### src/rtl/clk_div_bank.sv
// clk_div_bank: a bank of independent programmable clock dividers.
// Each channel produces a registered square wave and a one-cycle tick at
// every period start. Ratios are loaded through a shadow register and only
// become active at a period boundary (wrap or sync), so no output glitches.
module clk_div_bank #(
  parameter int CHANNELS    = 4,
  parameter int DIV_WIDTH   = 16,
  parameter int DEFAULT_DIV = 4
) (
  input  logic                 clk_in,
  input  logic                 reset_n,
  input  logic [CHANNELS-1:0]  enable,
  input  logic [CHANNELS-1:0]  div_load,
  input  logic [DIV_WIDTH-1:0] div_value,
  input  logic                 sync,
  output logic [CHANNELS-1:0]  clk_out,
  output logic [CHANNELS-1:0]  tick,
  output logic [CHANNELS-1:0]  div_pending
);

  localparam logic [DIV_WIDTH-1:0] LP_DEF_DIV = DIV_WIDTH'(DEFAULT_DIV);
  localparam logic [DIV_WIDTH-1:0] LP_MIN_DIV = DIV_WIDTH'(2);
  localparam logic [DIV_WIDTH-1:0] LP_ONE     = DIV_WIDTH'(1);

  logic [DIV_WIDTH-1:0] r_cnt    [CHANNELS];
  logic [DIV_WIDTH-1:0] r_active [CHANNELS];
  logic [DIV_WIDTH-1:0] r_shadow [CHANNELS];
  logic [CHANNELS-1:0]  r_clk;
  logic [CHANNELS-1:0]  r_tick;
  logic [CHANNELS-1:0]  r_pend;

  logic [DIV_WIDTH-1:0] w_clamped;
  logic [CHANNELS-1:0]  w_wrap;
  logic [CHANNELS-1:0]  w_rise;
  logic [CHANNELS-1:0]  w_apply;

  // Ratios below 2 cannot form a square wave, so they are forced up to 2.
  always_comb begin
    w_clamped = (div_value < LP_MIN_DIV) ? LP_MIN_DIV : div_value;
  end

  // Per-channel period decode: wrap point, rising point, and the boundary
  // event (enabled wrap or sync) at which a new ratio may take over.
  always_comb begin
    w_wrap  = '0;
    w_rise  = '0;
    w_apply = '0;
    for (int i = 0; i < CHANNELS; i++) begin
      w_wrap[i]  = (r_cnt[i] == (r_active[i] - LP_ONE));
      w_rise[i]  = (r_cnt[i] == ((r_active[i] >> 1) - LP_ONE));
      w_apply[i] = enable[i] & (sync | w_wrap[i]);
    end
  end

  // Counter, output, and ratio-shadow state for every channel.
  always_ff @(posedge clk_in or negedge reset_n) begin
    if (!reset_n) begin
      for (int i = 0; i < CHANNELS; i++) begin
        r_cnt[i]    <= '0;
        r_active[i] <= LP_DEF_DIV;
        r_shadow[i] <= LP_DEF_DIV;
      end
      r_clk  <= '0;
      r_tick <= '0;
      r_pend <= '0;
    end else begin
      for (int i = 0; i < CHANNELS; i++) begin
        if (w_apply[i]) begin
          // Period boundary: restart at phase 0 and switch ratio if one is
          // waiting. A load on this very edge bypasses the shadow.
          r_cnt[i]  <= '0;
          r_clk[i]  <= 1'b0;
          r_tick[i] <= 1'b1;
          if (div_load[i]) begin
            r_active[i] <= w_clamped;
            r_shadow[i] <= w_clamped;
            r_pend[i]   <= 1'b0;
          end else if (r_pend[i]) begin
            r_active[i] <= r_shadow[i];
            r_pend[i]   <= 1'b0;
          end
        end else begin
          r_tick[i] <= 1'b0;
          if (div_load[i]) begin
            r_shadow[i] <= w_clamped;
            r_pend[i]   <= 1'b1;
          end
          if (enable[i]) begin
            r_cnt[i] <= r_cnt[i] + LP_ONE;
            if (w_rise[i]) begin
              r_clk[i] <= 1'b1;
            end
          end
        end
      end
    end
  end

  assign clk_out     = r_clk;
  assign tick        = r_tick;
  assign div_pending = r_pend;

endmodule

### config.mk
export PLATFORM = sky130hd
export DESIGN_NAME = clk_div_bank
export DESIGN_NICKNAME = d
export VERILOG_FILES = /design/src/rtl/clk_div_bank.sv
export SDC_FILE = /design/constraint.sdc
export NUM_CORES = 1
export LEC_CHECK = 0
export BUFFER_PORTS_ARGS = -buffer_cell sky130_fd_sc_hd__buf_2
export CAP_MARGIN = 20
export CORE_UTILIZATION = 57
export CTS_CLUSTER_SIZE = 20
export DETAILED_ROUTE_END_ITERATION = 8
export MAX_ROUTING_LAYER = met4
export PLACE_DENSITY = 0.78
export SYNTH_ARGS = -nofsm -noshare
export SYNTH_HDL_FRONTEND = slang
export SYNTH_SLANG_ARGS = --single-unit
export TNS_END_PERCENT = 1
### constraint.sdc
create_clock -name clk_in -period 3.75 [get_ports clk_in]
set_clock_uncertainty 0.15 [all_clocks]
set_input_delay 0.75 -clock clk_in [delete_from_list [all_inputs] [get_ports clk_in]]
set_output_delay 0.75 -clock clk_in [all_outputs]
set_load 0.02 [all_outputs]
==> results of run 1 <==
==> worst min path at each step <==
stage                   end  cells past startpoint  slack [ns]         start
3_3_place_gp   r_shadow[52]                      1        0.33  r_shadow[52]
5_1_grt            r_cnt[9]                      1        0.13       reset_n
6_report          r_cnt[11]                      1         0.1       reset_n
4_1_cts           r_cnt[11]                      1        0.10       reset_n
2_1_floorplan    clk_out[0]                      0        0.30       reset_n
3_5_place_dp   r_shadow[32]                      1        0.33  r_shadow[32]
==> power by group <==
group | switching, µW | internal (µW)
Combinational | 918 | 874
Clock | 947 | 1500
Sequential | 425 | 2480
Total | 2290 | 4860
==> per-stage QoR <==
step | utilization [%] | worst slack, ns | cells | power (µW)
after floorplan | - | 0.0102 | 1246 | 4180
after global placement | 60.6 | 0.187 | 1496 | 4610
after detailed placement | 60.6 | 0.0382 | 1496 | 4670
after CTS | 64.6 | 0.0155 | 1540 | 7160
after global routing | 64.8 | -0.0148 | 1540 | 7510
final | 64.8 | 0.141 | 1540 | 7150
==> layout by cell type (no fill, tap or decap), types with 30 or more instances in the layout <==
cell type / instances
xnor2_1: 115
xor2_1: 81
nand2_1: 57
mux2_2: 118
buf_2: 37
nor3_1: 35
nand3_1: 49
dfrtp_1: 194
buf_4: 30
inv_1: 33
nor2_1: 106
==> area by class of cell <==
type                       count  area, µm²
multi-input combinational    910       6710
fill                        1698       7410
clock inverter                14        163
tap                          275        344
inverter                      33        124
clock buffer                  30        684
sequential                   204       5120
timing repair buffer          74        536
==> registers in the layout (all words and copies together), names as in the netlist <==
name	cells
r_active	64
div_pending	4
r_shadow	64
clk_out	4
tick	4
r_cnt	64
==> worst reg2reg max path: stages (launching register included) <==
cell and delay, ns:
dfrtp_1 0.48, or4_1 0.68, nor4_2 0.28, a21oi_1 0.11, or3b_1 0.39, or4_4 0.53, a21oi_2 0.18, and2b_2 0.19
buf_12 0.15, mux2_1 0.35
==> repair_timing <==
action                                  4_1_cts  5_1_grt
gates resized for setup                       0       14
setup buffers                                 0        0
endpoints found under the setup margin        0       72
hold buffers                                  0        0
==> per-layer routing <==
layer,share of wire [%],vias up
met5,0,-
met4,1.7,0
met3,5.0,40
met2,47,242
met1,46,4571
li1,-,4373
==> kinds of logic after synthesis <==
| family | Yosys count | synth area share [%] |
|---|---|---|
| simple gates | 417 | 18.1 |
| flops | 204 | 41.6 |
| fa+ha+maj | 12 | 1.22 |
| buf+inv | 132 | 4.32 |
| compound gates | 145 | 8.16 |
| mux | 140 | 12.7 |
| xor+xnor | 196 | 13.9 |
==> summary.txt, run 1 <==
Yosys
  – Area contributors post-synth: dfrtp_1 (40%), mux2_2 (11%), xnor2_1 (8.2%)
  – Cell taking the most area after synthesis: dfrtp_1
  – Commonest cells in the netlist: dfrtp_1 (196), mux2_2 (118), xnor2_1 (115)
  – Proportion of register bits with asynchronous set or reset after synthesis: 100%
  – Syn_area_per_cell: 9.88 µm²
  – Most common flop cell mapped by yosys: dfrtp_1
  – Most numerous cell in the Yosys netlist: dfrtp_1
  – Count of flip-flops with a built-in enable after synthesis: 0
  – Share of Yosys cell area claimed by the top area cell type: 39.9%
  – Post-Synthesis Net Count: 1285
  – Cell count after synthesis: 1246
  – Synth unique cells: 74
  – Flop and latch count out of synthesis: 204
  – Number of synthesis warnings: 0
  – Synthesized area: 12300 µm²
  – Sequential element share of the synthesized area: 41.6%

Clock tree
  – Clk sinks: 204
  – Clock latency on the worst-skew pair: 0.52 ns
  – Depth of the CTS H-tree: 1
  – Clock Path Buffers: 3
  – Clock tree from TritonCTS: yes
  – Clk pin slew, worst setup/hold paths: 0.06 ns
  – TritonCTS buffer count: 24
  – Cell at the root of the clock tree: clkbuf_16

Timing
  – Setup repair after global routing missed its margin: yes
  – Share of the cycle needed by the critical path after routing: 96.2%
  – Final Max Tran Viols: 0
  – Hold violation count in the final report: 0
  – Setup Viol. Count Final: 0
  – Worst relative slew slack: 46.3%
  – Worst Max-Slew Pin Slew: 0.795 ns
  – Achievable clock frequency: 0.277 GHz
  – Final hold slack: 0.0963 ns
  – Final-layout setup total negative slack: 0 ns
  – Final critical delay including setup and external delays: 3.61 ns

Critical path
  – Terminus of the critical flop-to-flop path: r_active[24]
  – Cell class contributing the biggest share of worst-path delay: simple AND/OR/NAND/NOR gates
  – Number of cells on the critical path: 9
  – Delay of the slowest cell on the worst path: 0.68 ns
  – Last element of the critical path: r_active[24]
  – Launch point of the worst reg-to-reg path: r_active[22]
  – Setup slack of the most critical reg-to-reg path: 0.14 ns
  – Required @ worst endpoint: 3.99 ns
  – WP buf/inv: 1
  – Slowest cell on the critical path: or4_1
  – Series of cell instances along the critical path: or4_1 > nor4_2 > a21oi_1 > or3b_1 > or4_4 > a21oi_2 > and2b_2 > buf_12 > mux2_1
  – Cells on worst reg2reg path: 9
  – Start point of the critical path: r_active[22]
  – Crit path kind: flip-flop to flip-flop
  – Worst EP arrival: 3.85 ns
  – CP Capture Type: flip-flop
  – CP startpoint kind: flip-flop
  – Worst-path maximum fanout: 16

Layout
  – Ratio of cells with drive above 1 in the final layout: 21.6%
  – Signed area change from the synthesized netlist to the final layout: 11.1%
  – Final layout net count: 1286
  – Final Cell Area: 13700 µm²
  – Antenna Diode Count: 0

GRT
  – Maximum number of pins on one net before global-route repair: 74
  – Antenna violations before repair: 0
  – Global routing met3 resource utilization: 3.03%
  – First-pass GRT wire length: 46.3 mm
  – Global Route Usage Sum: 26.7%
  – Global-route track usage on met2: 42.1%
  – Grt total ovfl: 0
  – Global-route track usage on met1: 37.0%
  – Number of global-route vias before repair: 8982
  – Global routing's busiest layer: met2

Route
  – Initial DRC Count: 489
  – WL final: 28.1 mm
  – Number of detailed-routing iterations run before antenna repair: 5
  – DRC violations left: 0
  – Vias: 9226
  – Vias per Instance: 5.99
  – Number of nets with antenna violations after routing: 0
  – Per-cell routed wire length: 18.2 µm

Pwr
  – Worst IR Drop VDD: 477 µV
  – Pwr/cell area: 523 nW/µm²
  – Leakage power: 0.00557 µW

Status
  – Run status: complete, no violations

Floorplan
  – Top-level port count: 39
  – Core area: 21100 µm²
  – Effective utilization at floorplan: 58.4%
  – Floorplan die width: 149 µm
  – Total Die Area: 22200 µm²
  – Count of standard-cell rows: 53
  – Die Ht: 149 µm

Place
  – Detailed placement HPWL: 19.8 mm
  – Weighted congestion reported at the end of routability-driven placement: 0.964
  – Total placed instance area: 12800 µm²
  – Port-buffer cells: 38

Hold path
  – Class of the tightest hold or removal check: primary input to asynchronous set/reset pin

Flow run
  – Max-cap check violation count: 0
Note: power is estimated with default switching activity, not from simulation.
==> run 2: changes to the inputs <==
--- a/config.mk
+++ b/config.mk
@@ -12,6 +12,7 @@
 export DETAILED_ROUTE_END_ITERATION = 8
 export MAX_ROUTING_LAYER = met4
 export PLACE_DENSITY = 0.78
+export RECOVER_POWER = 50
 export SYNTH_ARGS = -nofsm -noshare
 export SYNTH_HDL_FRONTEND = slang
 export SYNTH_SLANG_ARGS = --single-unit
==> summary.txt, run 2 (synthesized netlist as in run 1, its figures left out) <==
Timing
  – Final Max Tran Viols: 70 (+70)
  – Final-layout setup total negative slack: 0 ns (unchanged)
  – Share of the cycle needed by the critical path after routing: 96.2% (about the same)
  – Final critical-path setup slack: 0.141 ns (+0.000549 ns)
  – Worst relative slew slack: -20.3% (-67 points)
  – Setup repair after global routing missed its margin: yes
  – Final critical delay including setup and external delays: 3.61 ns (-0.000549 ns)
  – Worst Max-Slew Pin Slew: 1.80 ns (+1.01 ns)
  – Achievable clock frequency: 0.277 GHz (about the same)
  – Setup Viol. Count Final: 0 (unchanged)
  – Final hold slack: 0.334 ns (+0.238 ns)
  – Hold violation count in the final report: 0 (unchanged)

Layout
  – Ratio of cells with drive above 1 in the final layout: 18.8% (-2.8 points)
  – Signed area change from the synthesized netlist to the final layout: 10.9%
  – Final layout net count: 1286 (unchanged)
  – Regs by FF count: r_active: 64 flops, r_cnt: 64 flops, r_shadow: 64 flops
  – Fillcell total: 1700 (+0.12%)
  – Most common cell after layout, fill and taps aside: dfrtp_1
  – Antenna Diode Count: 0 (unchanged)
  – Most frequent cells in the layout: dfrtp_1 (194), xnor2_1 (115), nor2_1 (106)

Critical path
  – CP startpoint kind: flip-flop
  – Setup slack of the most critical reg-to-reg path: 0.14 ns (about the same)
  – Start point of the critical path: r_active[50]
  – Launch point of the worst reg-to-reg path: r_active[50]
  – Worst EP arrival: 3.86 ns (about the same)
  – Worst-path maximum fanout: 16 (unchanged)
  – Last element of the critical path: r_active[49]
  – Crit path kind: flip-flop to flip-flop
  – Cells on worst reg2reg path: 12 (+3)
  – CP Capture Type: flip-flop
  – Terminus of the critical flop-to-flop path: r_active[49]
  – Required @ worst endpoint: 4.00 ns (about the same)

Floorplan
  – Floorplan die width: 149 µm (unchanged)
  – Count of standard-cell rows: 53 (unchanged)
  – Core area: 21100 µm² (unchanged)
  – Effective utilization at floorplan: 58.4% (unchanged)
  – Top-level port count: 39 (unchanged)
  – Die Ht: 149 µm (unchanged)
  – Total Die Area: 22200 µm² (unchanged)

Clock tree
  – Clock latency on the worst-skew pair: 0.52 ns (about the same)
  – Clk sinks: 204 (unchanged)
  – Depth of the CTS H-tree: 1 (unchanged)
  – # Post-CTS Setup Buffers: 0 (unchanged)
  – TritonCTS buffer count: 24 (unchanged)
  – Clock Path Buffers: 3 (unchanged)
  – Clk pin slew, worst setup/hold paths: 0.06 ns (about the same)
  – Clock tree from TritonCTS: yes
  – Cell at the root of the clock tree: clkbuf_16

Pwr
  – Leakage power: 0.00556 µW (-0.22%)
  – Worst IR Drop VDD: 477 µV (about the same)
  – Pwr/cell area: 523 nW/µm² (about the same)

Route
  – Per-cell routed wire length: 18.2 µm (-0.12%)
  – Number of nets with antenna violations after routing: 0 (unchanged)
  – Vias per Instance: 6.00 (+0.15%)
  – WL final: 28.0 mm (-0.12%)
  – DRC violations left: 0 (unchanged)
  – Initial DRC Count: 548 (+12%)
  – Vias: 9240 (+0.15%)
  – Number of detailed-routing iterations run before antenna repair: 5 (unchanged)

Hold path
  – Class of the tightest hold or removal check: flip-flop to flip-flop

GRT
  – Global Route Usage Sum: 26.7% (unchanged)
  – Antenna violations before repair: 0 (unchanged)
  – Number of global-route vias before repair: 8982 (unchanged)
  – Grt total ovfl: 0 (unchanged)
  – Maximum number of pins on one net before global-route repair: 74 (unchanged)
  – First-pass GRT wire length: 46.3 mm (unchanged)

Place
  – Port-buffer cells: 38 (unchanged)
  – Detailed placement HPWL: 19.8 mm (unchanged)
  – Weighted congestion reported at the end of routability-driven placement: 0.964 (unchanged)
  – Pre-CTS setup slack: 0.0382 ns (unchanged)

Status
  – Run status: finished with violations
  – Failing checks: max-capacitance violations, max-slew violations

Flow run
  – Max-cap check violation count: 1 (+1)
## run 2: cell count changes in the layout (fill, tap and decap cells not counted), sizes merged
cell	change
clkbuf	+4
buf	-4
## run 2: worst min path at each step
stage	startpoint	endpoint	slack, ns	cells past startpoint
4_1_cts	reset_n	r_cnt[11]	0.10	1
5_1_grt	r_shadow[36]	r_shadow[36]	0.35	1
3_3_place_gp	r_shadow[52]	r_shadow[52]	0.33	1
2_1_floorplan	reset_n	clk_out[0]	0.30	0
3_5_place_dp	r_shadow[32]	r_shadow[32]	0.33	1
6_report	r_shadow[41]	r_shadow[41]	0.33	1
## run 2: cell type report
type / count / area, µm² / area share, %
well taps: 275 / 344 / 2.52
multi-input cells: 910 / 6710 / 49.1
clock buffers: 30 / 684 / 5.01
clock inverters: 14 / 163 / 1.19
repair buffers: 74 / 510 / 3.74
flip-flops and latches: 204 / 5120 / 37.5
inverters: 33 / 124 / 0.908
## run 2: timing repair
action / 4_1_cts / 5_1_grt
hold buffers: 0 / 0
endpoints found under the setup margin: 0 / 72
gates resized for setup: 0 / 14
## run 2: routing by layer
metal | up-vias | track usage, % | part of all wire [%]
met1 | 4596 | 37.0 | 46
met2 | 219 | 42.1 | 48
li1 | 4384 | - | -
met3 | 41 | 3.03 | 4.6
met4 | 0 | 6.02 | 1.7
met5 | - | - | 0
## run 2: power breakdown
group	total [µW]	leakage, µW	switching [µW]	internal (µW)
combinational	1780	0.00263	917	862
clock	2460	0.000409	951	1500
sequential	2910	0.00252	426	2480
total	7140	0.00556	2290	4850
## run 2: through the flow
| step | cells | total power [µW] | area (µm²) | util, % |
|---|---|---|---|---|
| floorplan | 1246 | 4180 | 12300 | - |
| global placement | 1496 | 4610 | 12800 | 60.6 |
| detailed placement | 1496 | 4670 | 12800 | 60.6 |
| CTS | 1540 | 7160 | 13600 | 64.6 |
| global route | 1540 | 7500 | 13600 | 64.7 |
| finish | 1540 | 7140 | 13600 | 64.7 |
## run 2: critical path, stage by stage (launching register included)
cell     delay (ns)
dfstp_2        0.42
inv_1          0.08
ha_1           0.28
or4b_2         0.67
nor4_1         0.32
xnor2_1        0.16
nand3_1        0.10
nor4_1         0.27
buf_4          0.17
nor2_1         0.08
nor3_2         0.20
buf_6          0.22
mux2_2         0.36
==> run 3: changes to the inputs <==
--- a/config.mk
+++ b/config.mk
@@ -13,6 +13,7 @@
 export MAX_ROUTING_LAYER = met4
 export PLACE_DENSITY = 0.78
 export RECOVER_POWER = 50
+export REMOVE_ABC_BUFFERS = 1
 export SYNTH_ARGS = -nofsm -noshare
 export SYNTH_HDL_FRONTEND = slang
 export SYNTH_SLANG_ARGS = --single-unit
==> summary.txt, run 3 (synthesized netlist as in run 1, its figures left out) <==
Floorplan
  – Effective utilization at floorplan: 58.4% (unchanged)
  – Die Ht: 149 µm (unchanged)
  – Count of standard-cell rows: 53 (unchanged)
  – Floorplan die width: 149 µm (unchanged)
  – Total Die Area: 22200 µm² (unchanged)
  – Core area: 21100 µm² (unchanged)
  – Top-level port count: 39 (unchanged)

Timing
  – Worst Max-Slew Pin Slew: 1.87 ns (+0.0696 ns)
  – Setup Viol. Count Final: 0 (unchanged)
  – Share of the cycle needed by the critical path after routing: 95.7% (-0.57 points)
  – Final Max Tran Viols: 78 (+11%)
  – Achievable clock frequency: 0.279 GHz (+0.60%)
  – Final critical-path setup slack: 0.163 ns (+0.0215 ns)
  – Worst relative slew slack: -24.9% (-4.6 points)
  – Hold violation count in the final report: 0 (unchanged)
  – Final critical delay including setup and external delays: 3.59 ns (-0.0215 ns)

Place
  – Cell total after placement: 1503 (+0.47%)
  – Pre-CTS setup slack: 0.113 ns (+0.0748 ns)
  – Weighted congestion reported at the end of routability-driven placement: 0.936 (-2.9%)
  – Detailed placement HPWL: 19.6 mm (-1.3%)
  – Port-buffer cells: 38 (unchanged)

Critical path
  – Worst EP arrival: 3.83 ns (-0.03 ns)
  – Crit path kind: flip-flop to flip-flop
  – Start point of the critical path: r_active[17]
  – CP startpoint kind: flip-flop
  – Required @ worst endpoint: 4.00 ns (about the same)
  – Terminus of the critical flop-to-flop path: r_active[21]
  – Setup slack of the most critical reg-to-reg path: 0.16 ns (+0.02 ns)
  – Launch point of the worst reg-to-reg path: r_active[17]
  – Worst-path maximum fanout: 16 (unchanged)
  – CP Capture Type: flip-flop
  – Cells on worst reg2reg path: 11 (-1)

Clock tree
  – # Post-CTS Setup Buffers: 0 (unchanged)
  – Depth of the CTS H-tree: 1 (unchanged)
  – Clock latency on the worst-skew pair: 0.52 ns (about the same)
  – Clock tree from TritonCTS: yes
  – Cell at the root of the clock tree: clkbuf_16
  – TritonCTS buffer count: 23 (-4.2%)
  – Clock Path Buffers: 3 (unchanged)
  – Clk sinks: 204 (unchanged)
  – Clk pin slew, worst setup/hold paths: 0.06 ns (about the same)

Layout
  – Most frequent cells in the layout: dfrtp_1 (196), xnor2_1 (115), nor2_1 (106)
  – Fin util: 64.8% (+0.077 points)
  – Final layout net count: 1292 (+0.47%)
  – Antenna Diode Count: 0 (unchanged)
  – Most common cell after layout, fill and taps aside: dfrtp_1
  – Signed area change from the synthesized netlist to the final layout: 11.0%
  – Ratio of cells with drive above 1 in the final layout: 19.5% (+0.73 points)
  – Regs by FF count: r_active: 64 flops, r_cnt: 64 flops, r_shadow: 64 flops
  – Post-Layout Cell Count: 1544 (+0.26%)

Route
  – Per-cell routed wire length: 18.0 µm (-1.2%)
  – DRC violations left: 0 (unchanged)
  – Vias: 9202 (-0.41%)
  – WL final: 27.8 mm (-0.90%)
  – Vias per Instance: 5.96 (-0.67%)
  – Initial DRC Count: 534 (-2.6%)
  – Number of nets with antenna violations after routing: 0 (unchanged)
  – Number of detailed-routing iterations run before antenna repair: 6 (+1)

GRT
  – First-pass GRT wire length: 47.2 mm (+1.8%)
  – Number of global-route vias before repair: 9211 (+2.5%)
  – Maximum number of pins on one net before global-route repair: 78 (+5.4%)
  – Global Route Usage Sum: 27.1% (+0.40 points)
  – Antenna violations before repair: 0 (unchanged)
  – Grt total ovfl: 0 (unchanged)

Status
  – Run status: finished with violations
  – Failing checks: max-capacitance violations, max-slew violations

Pwr
  – Worst IR Drop VDD: 438 µV (-8.2%)
  – Total chip power: 7150 µW (+0.16%)
  – Pwr/cell area: 523 nW/µm² (about the same)
  – Leakage power: 0.00559 µW (+0.54%)

Hold path
  – Class of the tightest hold or removal check: flip-flop to flip-flop
  – Depth of the worst hold-timing path: 1 (unchanged)
  – Start point of the worst hold path: r_shadow[61]
  – Hold endpoint: r_shadow[61]

Flow run
  – Max-cap check violation count: 1 (unchanged)
-- run 3: final cells by class --
type / instances / area (µm²)
flip-flops and latches: 204 / 5110
fillers: 1693 / 7420
inverters: 33 / 124
clock buffers: 29 / 638
repair buffers: 81 / 566
clock inverters: 12 / 191
multi-input cells: 910 / 6690
well taps: 275 / 344
-- run 3: worst max-delay path: stages (launching register included) --
cell and delay, ns:
dfrtp_1 0.41, inv_1 0.10, ha_1 0.27, nand2b_1 0.18
or3_1 0.39, a2111oi_2 0.37, o2111ai_1 0.16, or4_4 0.55
a21oi_2 0.20, and2b_1 0.19, buf_12 0.16, mux2_2 0.34
-- run 3: report_power, final --
group	switching, µW	leakage (µW)	internal (µW)
combinational	937	0.00266	882
clock	920	0.000409	1550
sequential	389	0.00252	2480
total	2250	0.00559	4910
-- run 3: per-stage QoR --
| step | TNS (ns) | hold slack [ns] | cell area, µm² |
|---|---|---|---|
| 5_1_grt | -0.506 | 0.353 | 13700 |
| 3_5_place_dp | 0 | 0.333 | 12900 |
| 2_1_floorplan | -11.69 | 0.304 | 11900 |
| 6_report | 0 | 0.330 | 13700 |
| 4_1_cts | 0 | 0.132 | 13700 |
| 3_3_place_gp | 0 | 0.325 | 12900 |
-- run 3: worst max path at each step --
| stage | endpoint | slack (ns) | depth (start not counted) |
|---|---|---|---|
| finish | r_active[21] | 0.16 | 11 |
| detailed placement | r_active[20] | 0.11 | 11 |
| global placement | r_active[60] | 0.18 | 12 |
| CTS | r_active[19] | 0.1 | 11 |
| global route | r_active[52] | -0.04 | 12 |
| floorplan | r_active[32] | -0.53 | 10 |
-- run 3: metal layers --
| metal | global-route usage (%) | routed length, µm |
|---|---|---|
| met1 | 37.1 | 12800 |
| met2 | 43.1 | 13100 |
| met3 | 3.39 | 1210 |
| met4 | 6.02 | 637 |
| met5 | - | 0 |
-- run 3: what timing repair did --
item                                    in CTS  in global routing
resized for setup                            0                  6
hold buffers                                 0                  0
endpoints found under the setup margin       0                 47
